[src/rtl/mux_nx1_reg.sv]
// mux_nx1_reg: N-channel, WIDTH-bit registered multiplexer with valid/ready on every port,
// fixed-select (mode=0) or round-robin (mode=1) grant. Define MUX_COUNT_EN to add out_count.
module mux_nx1_reg #(
   parameter int WIDTH = 8,
   parameter int N     = 4,
   parameter int SELW  = 2
) (
   input  logic               clk,
   input  logic               rst,
   input  logic [N*WIDTH-1:0] in_data,
   input  logic [N-1:0]       in_valid,
   output logic [N-1:0]       in_ready,
   input  logic [SELW-1:0]    sel,
   input  logic               mode,
   output logic [WIDTH-1:0]   out_data,
   output logic               out_valid,
   input  logic               out_ready,
   output logic [SELW-1:0]    out_ch
`ifdef MUX_COUNT_EN
   ,
   output logic [15:0]        out_count
`endif
);

   typedef enum logic {EMPTY, FULL} state_t;

   state_t           state_reg, state_next;
   logic [WIDTH-1:0] out_data_reg;
   logic [SELW-1:0]  out_ch_reg;
   logic [SELW-1:0]  ptr_reg;
   logic [WIDTH-1:0] ch_word [N];
   logic             can_load;
   logic             grant;
   logic             load;
   logic [SELW-1:0]  g;
   logic [WIDTH-1:0] g_word;
   int               best_dist;
   int               cand_dist;

   generate
      for (genvar gi = 0; gi < N; gi++) begin : g_ch
         assign ch_word[gi]  = in_data[gi*WIDTH +: WIDTH];
         assign in_ready[gi] = ~rst & load & (g == SELW'(gi));
      end
   endgenerate

   assign can_load = (state_reg == EMPTY) | (out_ready & (state_reg == FULL));
   assign load     = grant & can_load;

   // Round-robin picks the valid channel with the smallest distance past ptr_reg.
   always_comb begin
      grant     = 1'b0;
      g         = '0;
      best_dist = N;
      cand_dist = 0;
      for (int k = 0; k < N; k++) begin
         if (mode == 1'b0) begin
            if (in_valid[k] && (sel == SELW'(k))) begin
               grant = 1'b1;
               g     = SELW'(k);
            end
         end else if (in_valid[k]) begin
            cand_dist = (k + N - 1 - int'(ptr_reg)) % N;
            if (cand_dist < best_dist) begin
               best_dist = cand_dist;
               grant     = 1'b1;
               g         = SELW'(k);
            end
         end
      end
   end

   always_comb begin
      g_word = '0;
      for (int k = 0; k < N; k++) begin
         if (g == SELW'(k)) begin
            g_word = ch_word[k];
         end
      end
   end

   always_comb begin
      state_next = state_reg;
      if (load) begin
         state_next = FULL;
      end else if ((state_reg == FULL) && out_ready) begin
         state_next = EMPTY;
      end
   end

   always_ff @(posedge clk or posedge rst) begin
      if (rst) begin
         state_reg    <= EMPTY;
         out_data_reg <= '0;
         out_ch_reg   <= '0;
         ptr_reg      <= SELW'(N - 1);
      end else begin
         state_reg <= state_next;
         if (load) begin
            out_data_reg <= g_word;
            out_ch_reg   <= g;
            if (mode) begin
               ptr_reg <= g;
            end
         end
      end
   end

   assign out_data  = out_data_reg;
   assign out_ch    = out_ch_reg;
   assign out_valid = (state_reg == FULL);

`ifdef MUX_COUNT_EN
   logic [15:0] count_reg;

   always_ff @(posedge clk or posedge rst) begin
      if (rst) begin
         count_reg <= '0;
      end else if ((state_reg == FULL) && out_ready) begin
         count_reg <= count_reg + 16'd1;
      end
   end

   assign out_count = count_reg;
`endif

endmodule

[config.mk]
export PLATFORM = sky130hd
export DESIGN_NAME = mux_nx1_reg
export DESIGN_NICKNAME = d
export VERILOG_FILES = /design/src/rtl/mux_nx1_reg.sv
export SDC_FILE = /design/constraint.sdc
export NUM_CORES = 1
export LEC_CHECK = 0
export BUFFER_PORTS_ARGS = -buffer_cell sky130_fd_sc_hd__buf_4
export CAP_MARGIN = 20
export CELL_PAD_IN_SITES_DETAIL_PLACEMENT = 1
export CELL_PAD_IN_SITES_GLOBAL_PLACEMENT = 1
export CORE_UTILIZATION = 25
export CTS_CLUSTER_SIZE = 28
export DETAILED_ROUTE_END_ITERATION = 10
export GPL_TIMING_DRIVEN = 0
export PLACE_DENSITY = 0.73
export SYNTH_ARGS = -nofsm -noshare
export SYNTH_HDL_FRONTEND = slang
export SYNTH_SLANG_ARGS = --single-unit
export TNS_END_PERCENT = 20
[constraint.sdc]
create_clock -name clk -period 4.9 [get_ports clk]
set_clock_uncertainty 0.15 [all_clocks]
set_input_delay 0 -clock clk [delete_from_list [all_inputs] [get_ports clk]]
set_output_delay 0 -clock clk [all_outputs]
set_load 0.01 [all_outputs]
### Yosys cells after proc, flatten, opt, wreduce, memory -nomap -nowiden

Index checks and enable logic that the tools add are counted.

| word-level totals | value |
|---|---|
| bits in read-only memories | 0 |
| bits in latches | 0 |
| logic and storage cells | 88 |
| memories | 0 |
| register bits | 13 |
| bits of input ports | 42 |
| output and inout bits | 15 |
| memory bits (writable) | 0 |

| operators by class | value |
|---|---|
| bitwise logic cells | 14 |
| divide/modulo/power cells | 0 |
| reduce and logical (&&, ||, !) cells | 13 |
| mux-type cells | 43 |
| eq/ne operators | 6 |
| shift-type cells | 0 |
| $mul | 0 |
| $lt $le $gt $ge | 4 |
| add/sub/neg operators | 4 |

Operator list:

| kind | number |
|---|---|
| 32-bit two-way mux | 9 |
| 3-bit by 32-bit less-than comparator with 1-bit output | 3 |
| 8-bit two-way mux | 4 |
| 1-bit two-way mux | 21 |
| 2-bit two-way mux | 9 |
| 3-bit by 2-bit subtractor with 4-bit output, first input constant | 3 |
| 1-bit bitwise AND | 11 |
| 2-bit equality test, second input constant | 4 |
| 2-bit OR reduction | 4 |
| 1-bit logical AND | 5 |
| 2-bit by 1-bit equality test with 1-bit output, second input constant | 2 |
| 2-bit logical NOT | 2 |
| 3-bit by 4-bit less-than comparator with 1-bit output, second input constant | 1 |
| 2-bit by 2-bit subtractor with 3-bit output, first input constant | 1 |
| 1-bit inverter | 2 |
| 2-bit AND reduction | 1 |
| 2-bit nonzero test | 1 |
| 1-bit OR | 1 |

### Depth between registers and ports, before layout

Gate-level depths: netlist of the first run.

| depth | value |
|---|---|
| depth in word-level cells | 24 |
| gate-level depth with buffers | 16 |
| depth with buffers taken out | 15 |

### Worst setup path before layout of the first run

OpenSTA, ideal clock, no wires.

| timing path | value |
|---|---|
| kind | register to register |
| start point | register ptr_reg[0] |
| end point | register out_ch_reg[0] (netlist: out_ch[0]) |
| buffers on the path | 1 |
| setup slack | 1.655 ns |
| clock period less this slack | 3.245 ns |
| data arrival time | 2.977 ns |
| stages on the path, launching flop included | 17 |
| required time | 4.632 ns |
| setup time | 0.118 ns |
| path through | dfstp_2 xnor2_1 inv_1 ha_1 a21oi_1 o21ai_1 nand2b_1 o211ai_1 nand3_1 ha_1 o311a_1 o31ai_1 a22oi_2 a41o_1 buf_2 a21oi_1 a21o_1 |

| on the way | value |
|---|---|
| longest elaborated chain between the ends | 20 |
| elaborated cells between the ends (all ways) | 52 |
| those cells by class | add/sub (4); order compare (4); mux (35); bitwise (5); reduce/logical (4) |

RTL lines:

| element | line | RTL |
|---|---|---|
| start, declared | 30 | `logic [SELW-1:0] ptr_reg;` |
| start signal, assigned | 96 | `ptr_reg <= SELW'(N - 1);` |
| start signal, assigned | 103 | `ptr_reg <= g;` |
| 2-bit by 2-bit subtractor with 3-bit output | 63 | `cand_dist = (k + N - 1 - int'(ptr_reg)) % N;` |
| 2-bit OR reduction (no source line) | -- |  |
| 1-bit bitwise AND (no source line) | -- |  |
| 3-bit by 4-bit less-than comparator with 1-bit output | 64 | `if (cand_dist < best_dist) begin` |
| 32-bit two-way mux | 64 |  |
| 32-bit two-way mux | 62 | `end else if (in_valid[k]) begin` |
| 32-bit two-way mux | 57 | `if (mode == 1'b0) begin` |
| 3-bit by 32-bit less-than comparator with 1-bit output | 64 |  |
| (+4 left out) | -- |  |
| 32-bit two-way mux | 64 |  |
| 32-bit two-way mux | 62 |  |
| 32-bit two-way mux | 57 |  |
| 3-bit by 32-bit less-than comparator with 1-bit output | 64 |  |
| 1-bit two-way mux | 64 |  |
| 1-bit two-way mux | 62 |  |
| 1-bit two-way mux | 57 |  |
| 1-bit bitwise AND | 48 | `assign load = grant & can_load;` |
| end signal, assigned | 101 | `out_ch_reg <= g;` |
| end, declared | 29 | `logic [SELW-1:0] out_ch_reg;` |

Several ways; a longest one is shown, not always the timed one.
A chain may end at the register's enable or synchronous reset.

### Worst setup path in the final report of the first run

| timing path | value |
|---|---|
| start point | register ptr_reg[0] |
| end point | register out_data_reg[0] (netlist: out_data[0]) |

| on the way | value |
|---|---|
| longest elaborated chain between the ends | 24 |
| elaborated cells between the ends (all ways) | 60 |
| those cells by class | add/sub (4); order compare (4); eq/ne (3); mux (39); bitwise (5); reduce/logical (5) |

RTL lines:

| element | line | RTL |
|---|---|---|
| 2-bit by 2-bit subtractor with 3-bit output | 63 |  |
| 2-bit OR reduction (no source line) | -- |  |
| 1-bit bitwise AND (no source line) | -- |  |
| 3-bit by 4-bit less-than comparator with 1-bit output | 64 |  |
| 32-bit two-way mux | 64 |  |
| 32-bit two-way mux | 62 |  |
| 32-bit two-way mux | 57 |  |
| 3-bit by 32-bit less-than comparator with 1-bit output | 64 |  |
| (+5 left out) | -- |  |
| 32-bit two-way mux | 62 |  |
| 32-bit two-way mux | 57 |  |
| 3-bit by 32-bit less-than comparator with 1-bit output | 64 |  |
| 2-bit two-way mux | 64 |  |
| 2-bit two-way mux | 62 |  |
| 2-bit two-way mux | 57 |  |
| 2-bit logical NOT | 76 | `if (g == SELW'(k)) begin` |
| 8-bit two-way mux (4 in series) | 76 |  |
| end signal, assigned | 100 | `out_data_reg <= g_word;` |
| end, declared | 28 | `logic [WIDTH-1:0] out_data_reg;` |

Several ways; a longest one is shown, not always the timed one.

==> run metrics, run 1 <==
Avg Vias per Cell 5.161; top post-synthesis cells by count nand2_1, dfrtp_1, nor2_1; Num CTS Buffers 3; WL final 3.500 mm; Post-layout nets 239; sequential share of the synthesized area 32.11%; FFs w/ async S/R, synth 100.0%; Final Worst Setup Slack 650.5 ps; synth unique cells 40; initial DRC count 42; DP Worst Slack 1108 ps; setup_tns 0 ps; CTS Sinks 13; First-pass DRT Iterations 4; initial core utilization 26.88%; clk buf depth 2; CTS H-tree depth 1; vias in the first global route 1330; Avg Cell Area, Syn 8.652 um2; pin count of the biggest net entering global routing 15; top cells by area, synth dfrtp_1, o31ai_1, a22o_1, a211oi_1, dfstp_2; post-cts gate resize count 0; startpoint types register; Req. time, crit path 4930 ps; Layout Cells excl Fill 242; Worst-Skew Late Latency 240 ps; die height 65.91 um; CTS tree built; Yosys reg bits 13; Global Route Usage Sum 17.21%; Peak supply drop 0.1796 mV; Critical Path Fanout Max 9; max_slew headroom 64.22%; max reg flops 8; Hold Fails Final Rpt 0; endpoints failing setup 0; crit path DAT 4280 ps; Net Count, Synth 162; global placement routability congestion 0.7265; Rows 22; area leader, netlist dfrtp_1; CP Capture Type register; # diodes 0; share of cells above drive strength 1 36.60%; max_cap viols 0; first-pass GRT wire length 5.775 mm; post-synth top area share 26.96%; post-route antenna net violation count 0; highest attainable clock frequency 0.2353 GHz; prevailing post-synth register cell dfrtp_1; Worst-Margin Slew 536.2 ps; core area 3799 um2; GRT overflow 0; Tcrit/Tclk final 86.72%; Setup CP Type register to register; fin. max-slew vios 0; IO buf count 56; Ports 57; EDFF count, synth 0; status complete, no violations; top-count cell post-synth nand2_1; clock root buffer clkbuf_8; worst hold slack 18.32 ps; Die X 65.91 um; post-synthesis cell area 1021 um2; Post-DP HPWL 2.724 mm; Worst-path clk slew 60 ps; # Post-CTS Setup Buffers 0; Avg WL per Cell 14.46 um; dpl cells 222; initial antenna violation count 0; area growth from synthesis to layout 67.16%; Pwr Density 431.3 nW/um2; synthesized instance count 118; full die area 4343 um2; LEAKAGE 0.7834 nW; Hold Crit Class input port to register; Syn. warnings 0; Final Critical Period 4249 ps; DRC 0; total power 736.1 uW; RSZ-0062 raised after global routing false; DR vias 1249
cells in the final DEF, fill, tap and decap left out, drive strengths merged, types with 2 or more instances in the layout:
cell type | synthesis | routed
a211oi | 7 | 7
a21oi | 5 | 5
a22o | 7 | 7
and2 | 3 | 3
buf | 3 | 59
clkbuf | 1 | 5
dfrtp | 11 | 11
dfstp | 2 | 2
dlygate4sd3 | 0 | 16
ha | 2 | 2
inv | 4 | 4
nand2 | 13 | 13
nand2b | 6 | 6
nand3 | 2 | 2
nand4 | 2 | 2
nor2 | 11 | 11
nor2b | 3 | 3
nor3 | 2 | 2
o211ai | 2 | 2
o21ai | 5 | 5
o311a | 2 | 2
o31ai | 10 | 10
critical path, stage by stage (launching register included):
cell           delay (ps)
dfstp_2               580
xnor2_1               190
inv_1                  80
ha_1                  290
a21oi_1                60
o21ai_1               350
nand2b_1              100
o211ai_1               90
nand3_1               100
ha_1                  280
o311a_1               160
o31ai_1                80
a22oi_2               280
and2_1                160
clkbuf_1              350
nor2_1                 80
o31ai_1               220
dlygate4sd3_1         580
power breakdown:
part	total, mW	internal [mW]	switching [mW]
registers	0.198	0.163	0.0352
clock network	0.0951	0.0574	0.0377
logic	0.443	0.225	0.218
total	0.736	0.445	0.291
repair_timing:
item,in CTS,in global routing
endpoints found under the hold margin,23,0
hold buffers,16,0
setup endpoints to repair,0,0
path summary, 6_finish.rpt:
| path | startpoint | to | slack (ps) | depth (start not counted) |
|---|---|---|---|---|
| setup / recovery | ptr_reg[0]$_DFFE_PP1P_ | out_data[0]$_DFFE_PP0P_ | 650 | 17 |
| hold / removal | sel[1] | out_valid$_DFFE_PP0P_ | 20 | 3 |
| setup reg to reg | ptr_reg[0]$_DFFE_PP1P_ | out_data[0]$_DFFE_PP0P_ | 650 | 17 |
| hold reg to reg | out_data[6]$_DFFE_PP0P_ | out_data[6]$_DFFE_PP0P_ | 360 | 2 |
| max in group asynchronous | rst | ptr_reg[1]$_DFFE_PP1P_ | 3990 | 3 |
| min in group asynchronous | rst | out_data[2]$_DFFE_PP0P_ | 250 | 3 |
cell type report:
class                           count  area, um2
Multi-Input combinational cell     97      659.4
Tap cell                           48      60.06
Clock buffer                        4      45.04
Inverter                            4      15.01
Sequential cell                    13      327.8
Fill cell                         472       2092
Buffer                              4      18.77
Timing Repair Buffer               72      580.6
metal layers:
layer  track usage [%]  wire length [um]
met3             3.448               226
met5                 0                 0
met4             4.891                53
met2             32.40              1822
met1             19.16              1398
metrics by stage:
step,utilization (%),cell area (um2)
after global placement,39.53,1501
after CTS,44.93,1707
after floorplan,-,1021
final,44.93,1707
after detailed placement,39.53,1501
after global routing,44.93,1707
kinds of logic (layout without fill, tap and decap cells):
kind of cell,count (synthesis),after routing,share of synthesized area (%)
AND/OR/NAND/NOR,47,47,23.90
multiplexers,2,2,2.083
XOR/XNOR,1,1,0.8580
adder cells (fa/ha/maj),2,2,2.451
flip-flops,13,13,32.11
AO/OA/AOI/OAI,45,45,35.29
buffers and inverters,8,84,3.308
Note: power is estimated with default switching activity, not from simulation.
==> run 2, diff against run 1 <==
- CELL_PAD_IN_SITES_DETAIL_PLACEMENT: 1 -> unset
- CELL_PAD_IN_SITES_GLOBAL_PLACEMENT: 1 -> unset
- PLACE_DENSITY: 0.73 -> 0.56
==> run 2 against run 1 <==
  * Die area unchanged
  * First-iteration DRC count is 52% higher
  * Largest cell class unchanged
  * Cell count grew 0.41%
  * Setup slack better by 80 ps
  * Count of clock-buffer cells in the layout is the same
  * Sequential share of layout area is 0.11 points lower
  * Sequential cell count did not move
  * Critical endpoint is now out_data[3]$_DFFE_PP0P_
  * Largest power group unchanged
==> run metrics, run 2 (synthesis results as in run 1) <==
status complete, no violations (unchanged); Pwr Density 424.5 nW/um2 (was 431.3 nW/um2); Worst-Skew Late Latency 240 ps (about the same); first-pass GRT wire length 5.195 mm (was 5.775 mm); GRT overflow 0 (unchanged); Peak supply drop 0.1725 mV (was 0.1796 mV); CTS Sinks 13 (unchanged); WL final 3.090 mm (was 3.500 mm); CTS tree built (unchanged); DP Worst Slack 1186 ps (was 1108 ps); max_slew headroom 63.56% (was 64.22%); max_cap viols 0 (unchanged); Post-layout nets 240 (was 239); Hold Fails Final Rpt 0 (unchanged); CTS H-tree depth 1 (unchanged); fillcell total 380 (was 472); core area 3799 um2 (unchanged); Global Route Usage Sum 15.79% (was 17.21%); IO buf count 56 (unchanged); dpl cells 222 (unchanged); register area 327.8 um2 (unchanged); max reg flops 8 (unchanged); most frequent cells in the layout buf_4, dlygate4sd3_1, nand2_1 (unchanged); LEAKAGE 0.7882 nW (was 0.7834 nW); pin count of the biggest net entering global routing 15 (unchanged); Final Critical Period 4169 ps (was 4249 ps); Avg Vias per Cell 4.967 (was 5.161); Worst-path clk slew 60 ps (about the same); Tcrit/Tclk final 85.09% (was 86.72%); post-cts gate resize count 0 (unchanged); Ports 57 (unchanged); Worst-Margin Slew 546.0 ps (was 536.2 ps); initial antenna violation count 0 (unchanged); Hold Crit Class input port to register (unchanged); initial core utilization 26.88% (unchanged); Final Worst Setup Slack 730.6 ps (was 650.5 ps); Rows 22 (unchanged); crit path DAT 4200 ps (was 4280 ps); Critical Path Fanout Max 9 (unchanged); Die X 65.91 um (unchanged); total power 728.8 uW (was 736.1 uW); hold_sp sel[1] (unchanged); Multi-input gate area 659.4 um2 (unchanged); Avg WL per Cell 12.72 um (was 14.46 um); Layout Cells excl Fill 243 (was 242); Post-DP HPWL 2.390 mm (was 2.724 mm); highest attainable clock frequency 0.2398 GHz (was 0.2353 GHz); # Post-CTS Setup Buffers 0 (unchanged); Reg2Reg Depth 17 (unchanged); CP Capture Type register (unchanged); hold path endpoint out_valid$_DFFE_PP0P_ (unchanged); startpoint types register (unchanged); fin. max-slew vios 0 (unchanged); initial DRC count 64 (was 42); endpoints failing setup 0 (unchanged); setup_tns 0 ps (unchanged); DRC 0 (unchanged); r2r setup slk 730 ps (was 650 ps); post-route antenna net violation count 0 (unchanged); RSZ-0062 raised after global routing false (unchanged); die height 65.91 um (unchanged); Area after DPL 1501 um2 (unchanged); full die area 4343 um2 (unchanged); Final Instance Area 1717 um2 (was 1707 um2); DR vias 1207 (was 1249); global placement routability congestion 0.7637 (was 0.7265); area growth from synthesis to layout 68.14% (was 67.16%); commonest non-fill, non-tap cell in the layout buf_4 (unchanged); worst r2r dst out_data[3]$_DFFE_PP0P_ (was out_data[0]$_DFFE_PP0P_); worst hold stages 3 (unchanged); vias in the first global route 1209 (was 1330); Setup CP Type register to register (unchanged); clock root buffer clkbuf_8 (unchanged); clk buf depth 2 (unchanged); Num CTS Buffers 3 (unchanged); First-pass DRT Iterations 4 (unchanged); Crit Reg-Reg Startpoint ptr_reg[0]$_DFFE_PP1P_ (unchanged); share of cells above drive strength 1 36.41% (was 36.60%); Req. time, crit path 4930 ps (about the same); # diodes 0 (unchanged)
## run 2: repair_timing
action / 4_1_cts / 5_1_grt
endpoints found under the setup margin: 0 / 0
hold endpoints to repair: 23 / 0
hold buffers: 17 / 0
## run 2: worst max-delay path, cell delays in order (launching register included)
cell	delay (ps)
dfstp_2	580
xnor2_1	180
inv_1	70
ha_1	270
a21oi_1	60
o21ai_1	340
nand2b_1	100
o211ai_1	90
nand3_1	100
ha_1	270
o311a_1	160
o31ai_1	80
a22oi_2	280
and2_1	160
clkbuf_1	360
nor2_1	80
o31ai_1	200
dlygate4sd3_1	570
## run 2: report_power, final
group	total (mW)	leakage (nW)	internal, mW	switching (mW)
clock	0.0952	0.0228	0.0574	0.0379
combinational	0.436	0.614	0.228	0.207
sequential	0.198	0.151	0.163	0.0351
## run 2: final cells by class
cell class	instances	area share [%]
Inverter	4	0.8746
Buffer	4	1.093
Sequential cell	13	19.10
Multi-Input combinational cell	97	38.41
Clock buffer	4	2.624
Timing Repair Buffer	73	34.40
Tap cell	48	3.499
## run 2: metrics by stage
| stage | utilization [%] | hold WS [ps] |
|---|---|---|
| after floorplan | - | -268.9 |
| after global placement | 39.53 | -65.46 |
| after detailed placement | 39.53 | -51.56 |
| after CTS | 45.19 | 23.62 |
| after global routing | 45.19 | 55.68 |
| final | 45.19 | 34.02 |
## run 2: worst max-delay path by stage
stage                           startpoint                      end  slack [ps]  cells past startpoint
floorplan           ptr_reg[0]$_DFFE_PP1P_    out_ch[0]$_DFFE_PP0P_        1660                     16
global placement    ptr_reg[0]$_DFFE_PP1P_              in_ready[1]        1240                     16
detailed placement  ptr_reg[0]$_DFFE_PP1P_  out_data[7]$_DFFE_PP0P_        1190                     16
CTS                 ptr_reg[0]$_DFFE_PP1P_  out_data[3]$_DFFE_PP0P_         710                     17
global route        ptr_reg[0]$_DFFE_PP1P_  out_data[3]$_DFFE_PP0P_         340                     17
finish              ptr_reg[0]$_DFFE_PP1P_  out_data[3]$_DFFE_PP0P_         730                     17
## run 2: per-layer routing
layer  GRT usage [%]  up-vias  part of all wire (%)
met4           7.337        0                  0.74
met5               0        -                     0
met2           26.28       49                    47
met1           18.61      549                    44
met3           4.310        2                   8.3
li1                -      607                     -
==> run 3, diff against run 2 <==
- CORE_ASPECT_RATIO: unset -> 1.75
- CTS_BUF_LIST: unset -> sky130_fd_sc_hd__clkbuf_4 sky130_fd_sc_hd__clkbuf_8
==> run 3 against run 2 <==
  * The run now ends with negative hold slack left
  * Routed wire length grew 0.97%
  * Via count down 1.2%
  * Sequential share of layout area is 0.070 points higher
  * Cell area decreased by 0.36%
  * Power is 0.26% lower
  * First-iteration DRC count is 72% lower
  * Critical endpoint is now out_data[4]$_DFFE_PP0P_
==> run metrics, run 3 (synthesis results as in run 1) <==
global placement routability congestion 0.6893 (was 0.7637); Pwr Density 425.0 nW/um2 (was 424.5 nW/um2); Global Route Usage Sum 15.80% (was 15.79%); Tcrit/Tclk final 86.52% (was 85.09%); die height 86.54 um (was 65.91 um); Worst-path clk slew 50 ps (was 60 ps); # hold bufs at CTS 16 (was 17); Buf/Inv on CP 3 (unchanged); vias in the first global route 1288 (was 1209); commonest non-fill, non-tap cell in the layout buf_4 (unchanged); Critical Path Fanout Max 9 (unchanged); first-pass GRT wire length 5.402 mm (was 5.195 mm); Final Instance Area 1710 um2 (was 1717 um2); CTS H-tree depth 1 (unchanged); Ports 57 (unchanged); hold_sp in_data[3] (was sel[1]); RSZ-0062 raised after global routing false (unchanged); GRT overflow 0 (unchanged); core area 3904 um2 (was 3799 um2); delay-heaviest family, CP compound AO/OA/AOI/OAI gates (unchanged); post-route antenna net violation count 0 (unchanged); highest attainable clock frequency 0.2359 GHz (was 0.2398 GHz); worst hold slack -1.553 ps (was 34.02 ps); full die area 4354 um2 (was 4343 um2); CTS tree built (unchanged); Layout Cells excl Fill 242 (was 243); setup_tns 0 ps (unchanged); most frequent cells in the layout buf_4, dlygate4sd3_1, nand2_1 (unchanged); Final Critical Period 4239 ps (was 4169 ps); startpoint types register (unchanged); WL final 3.120 mm (was 3.090 mm); Hold Crit Class input port to register (unchanged); share of cells above drive strength 1 37.11% (was 36.41%); worst hold stages 3 (unchanged); Hold Fails Final Rpt 2 (was 0); crit-path cells xnor2_1 > inv_1 > ha_1 > a21oi_1 > o21ai_1 > nand2b_1 > o211ai_1 > nand3_1 > ha_1 > o311a_1 > o31ai_1 > a22oi_2 > and2_1 > clkbuf_1 > nor2_1 > o31ai_1 > dlygate4sd3_1 (unchanged); Peak supply drop 0.1994 mV (was 0.1725 mV); Post-DP HPWL 2.545 mm (was 2.390 mm); DRC 0 (unchanged); Post-layout nets 239 (was 240); delay of the slowest critical-path stage 580 ps (about the same); pin count of the biggest net entering global routing 15 (unchanged); initial DRC count 18 (was 64); Reg2Reg Depth 17 (unchanged); # Post-CTS Setup Buffers 0 (unchanged); fin. max-slew vios 0 (unchanged); post-cts gate resize count 0 (unchanged); Die X 50.31 um (was 65.91 um); endpoints failing setup 0 (unchanged); LEAKAGE 0.7868 nW (was 0.7882 nW); Area after DPL 1501 um2 (unchanged); clock root buffer clkbuf_8 (unchanged); Avg WL per Cell 12.89 um (was 12.72 um); Req. time, crit path 4920 ps (was 4930 ps); # diodes 0 (unchanged); initial core utilization 26.15% (was 26.88%); area growth from synthesis to layout 67.52% (was 68.14%); status complete, but fails checks (was complete, no violations); Worst-Margin Slew 528.2 ps (was 546.0 ps); Num CTS Buffers 3 (unchanged); r2r setup slk 660 ps (was 730 ps); crit path DAT 4260 ps (was 4200 ps); max_slew headroom 64.75% (was 63.56%); fillcell total 416 (was 380); CP Capture Type register (unchanged); IO buf count 56 (unchanged); critical path's slowest cell dfstp_2 (unchanged); max reg flops 8 (unchanged); max_cap viols 0 (unchanged); worst r2r dst out_data[4]$_DFFE_PP0P_ (was out_data[3]$_DFFE_PP0P_); failing checks negative hold slack; initial antenna violation count 0 (unchanged); First-pass DRT Iterations 4 (unchanged); dpl cells 222 (unchanged); Worst-Skew Late Latency 240 ps (about the same); Avg Vias per Cell 4.930 (was 4.967); hold path endpoint out_data[3]$_DFFE_PP0P_ (was out_valid$_DFFE_PP0P_); DR vias 1193 (was 1207); Crit Reg-Reg Startpoint ptr_reg[0]$_DFFE_PP1P_ (unchanged); Rows 30 (was 22); CTS Sinks 13 (unchanged); clk buf depth 2 (unchanged); Setup CP Type register to register (unchanged)
-- run 3: cell count changes in the layout (fill, tap and decap cells not counted) --
cell           before  now
clkbuf_1            2    1
clkbuf_4            0    1
dlygate4sd3_1      17   16
-- run 3: worst max path at each step --
stage,start,cells past startpoint,end,slack (ps)
2_1_floorplan,ptr_reg[0]$_DFFE_PP1P_,16,out_ch[0]$_DFFE_PP0P_,1660
3_3_place_gp,ptr_reg[0]$_DFFE_PP1P_,16,in_ready[1],1270
3_5_place_dp,ptr_reg[0]$_DFFE_PP1P_,16,out_data[5]$_DFFE_PP0P_,1160
4_1_cts,ptr_reg[0]$_DFFE_PP1P_,17,out_data[7]$_DFFE_PP0P_,640
5_1_grt,ptr_reg[0]$_DFFE_PP1P_,17,out_data[7]$_DFFE_PP0P_,310
6_report,ptr_reg[0]$_DFFE_PP1P_,17,out_data[4]$_DFFE_PP0P_,660
-- run 3: power by group --
group | switching (mW) | internal, mW | total (mW)
clock | 0.0352 | 0.0628 | 0.0980
combinational | 0.208 | 0.224 | 0.432
sequential | 0.0342 | 0.163 | 0.197
-- run 3: metrics by stage --
step | setup WS (ps) | utilization (%) | total power [mW] | hold slack [ps]
after floorplan | 1655 | - | 0.4378 | -268.9
after global placement | 1271 | 38.46 | 0.5862 | -62.43
after detailed placement | 1156 | 38.46 | 0.5972 | -51.47
after CTS | 643.6 | 43.81 | 0.7370 | 2.897
after global routing | 305.2 | 43.81 | 0.7918 | 6.535
final | 660.5 | 43.81 | 0.7269 | -1.553
-- run 3: worst min-delay path, cell delays in order --
cell and delay, ps:
buf_4 80, a211oi_1 60, o31ai_1 210
-- run 3: layer usage --
metal	routed length [um]	part of all wire (%)	track usage, %	vias up
met2	1843	59	32.36	44
met3	147	4.7	1.228	2
met5	0	0	0	-
li1	-	-	-	605
met4	23	0.74	5.303	0
met1	1106	35	15.84	542
-- run 3: cell type report --
cell class / count / area [um2] / share of cell area, %
multi-input cells: 97 / 659.4 / 38.55
repair buffers: 72 / 580.6 / 33.94
flip-flops and latches: 13 / 327.8 / 19.17
well taps: 48 / 60.06 / 3.511
clock buffers: 4 / 48.80 / 2.853
plain buffers: 4 / 18.77 / 1.097
inverters: 4 / 15.01 / 0.8778
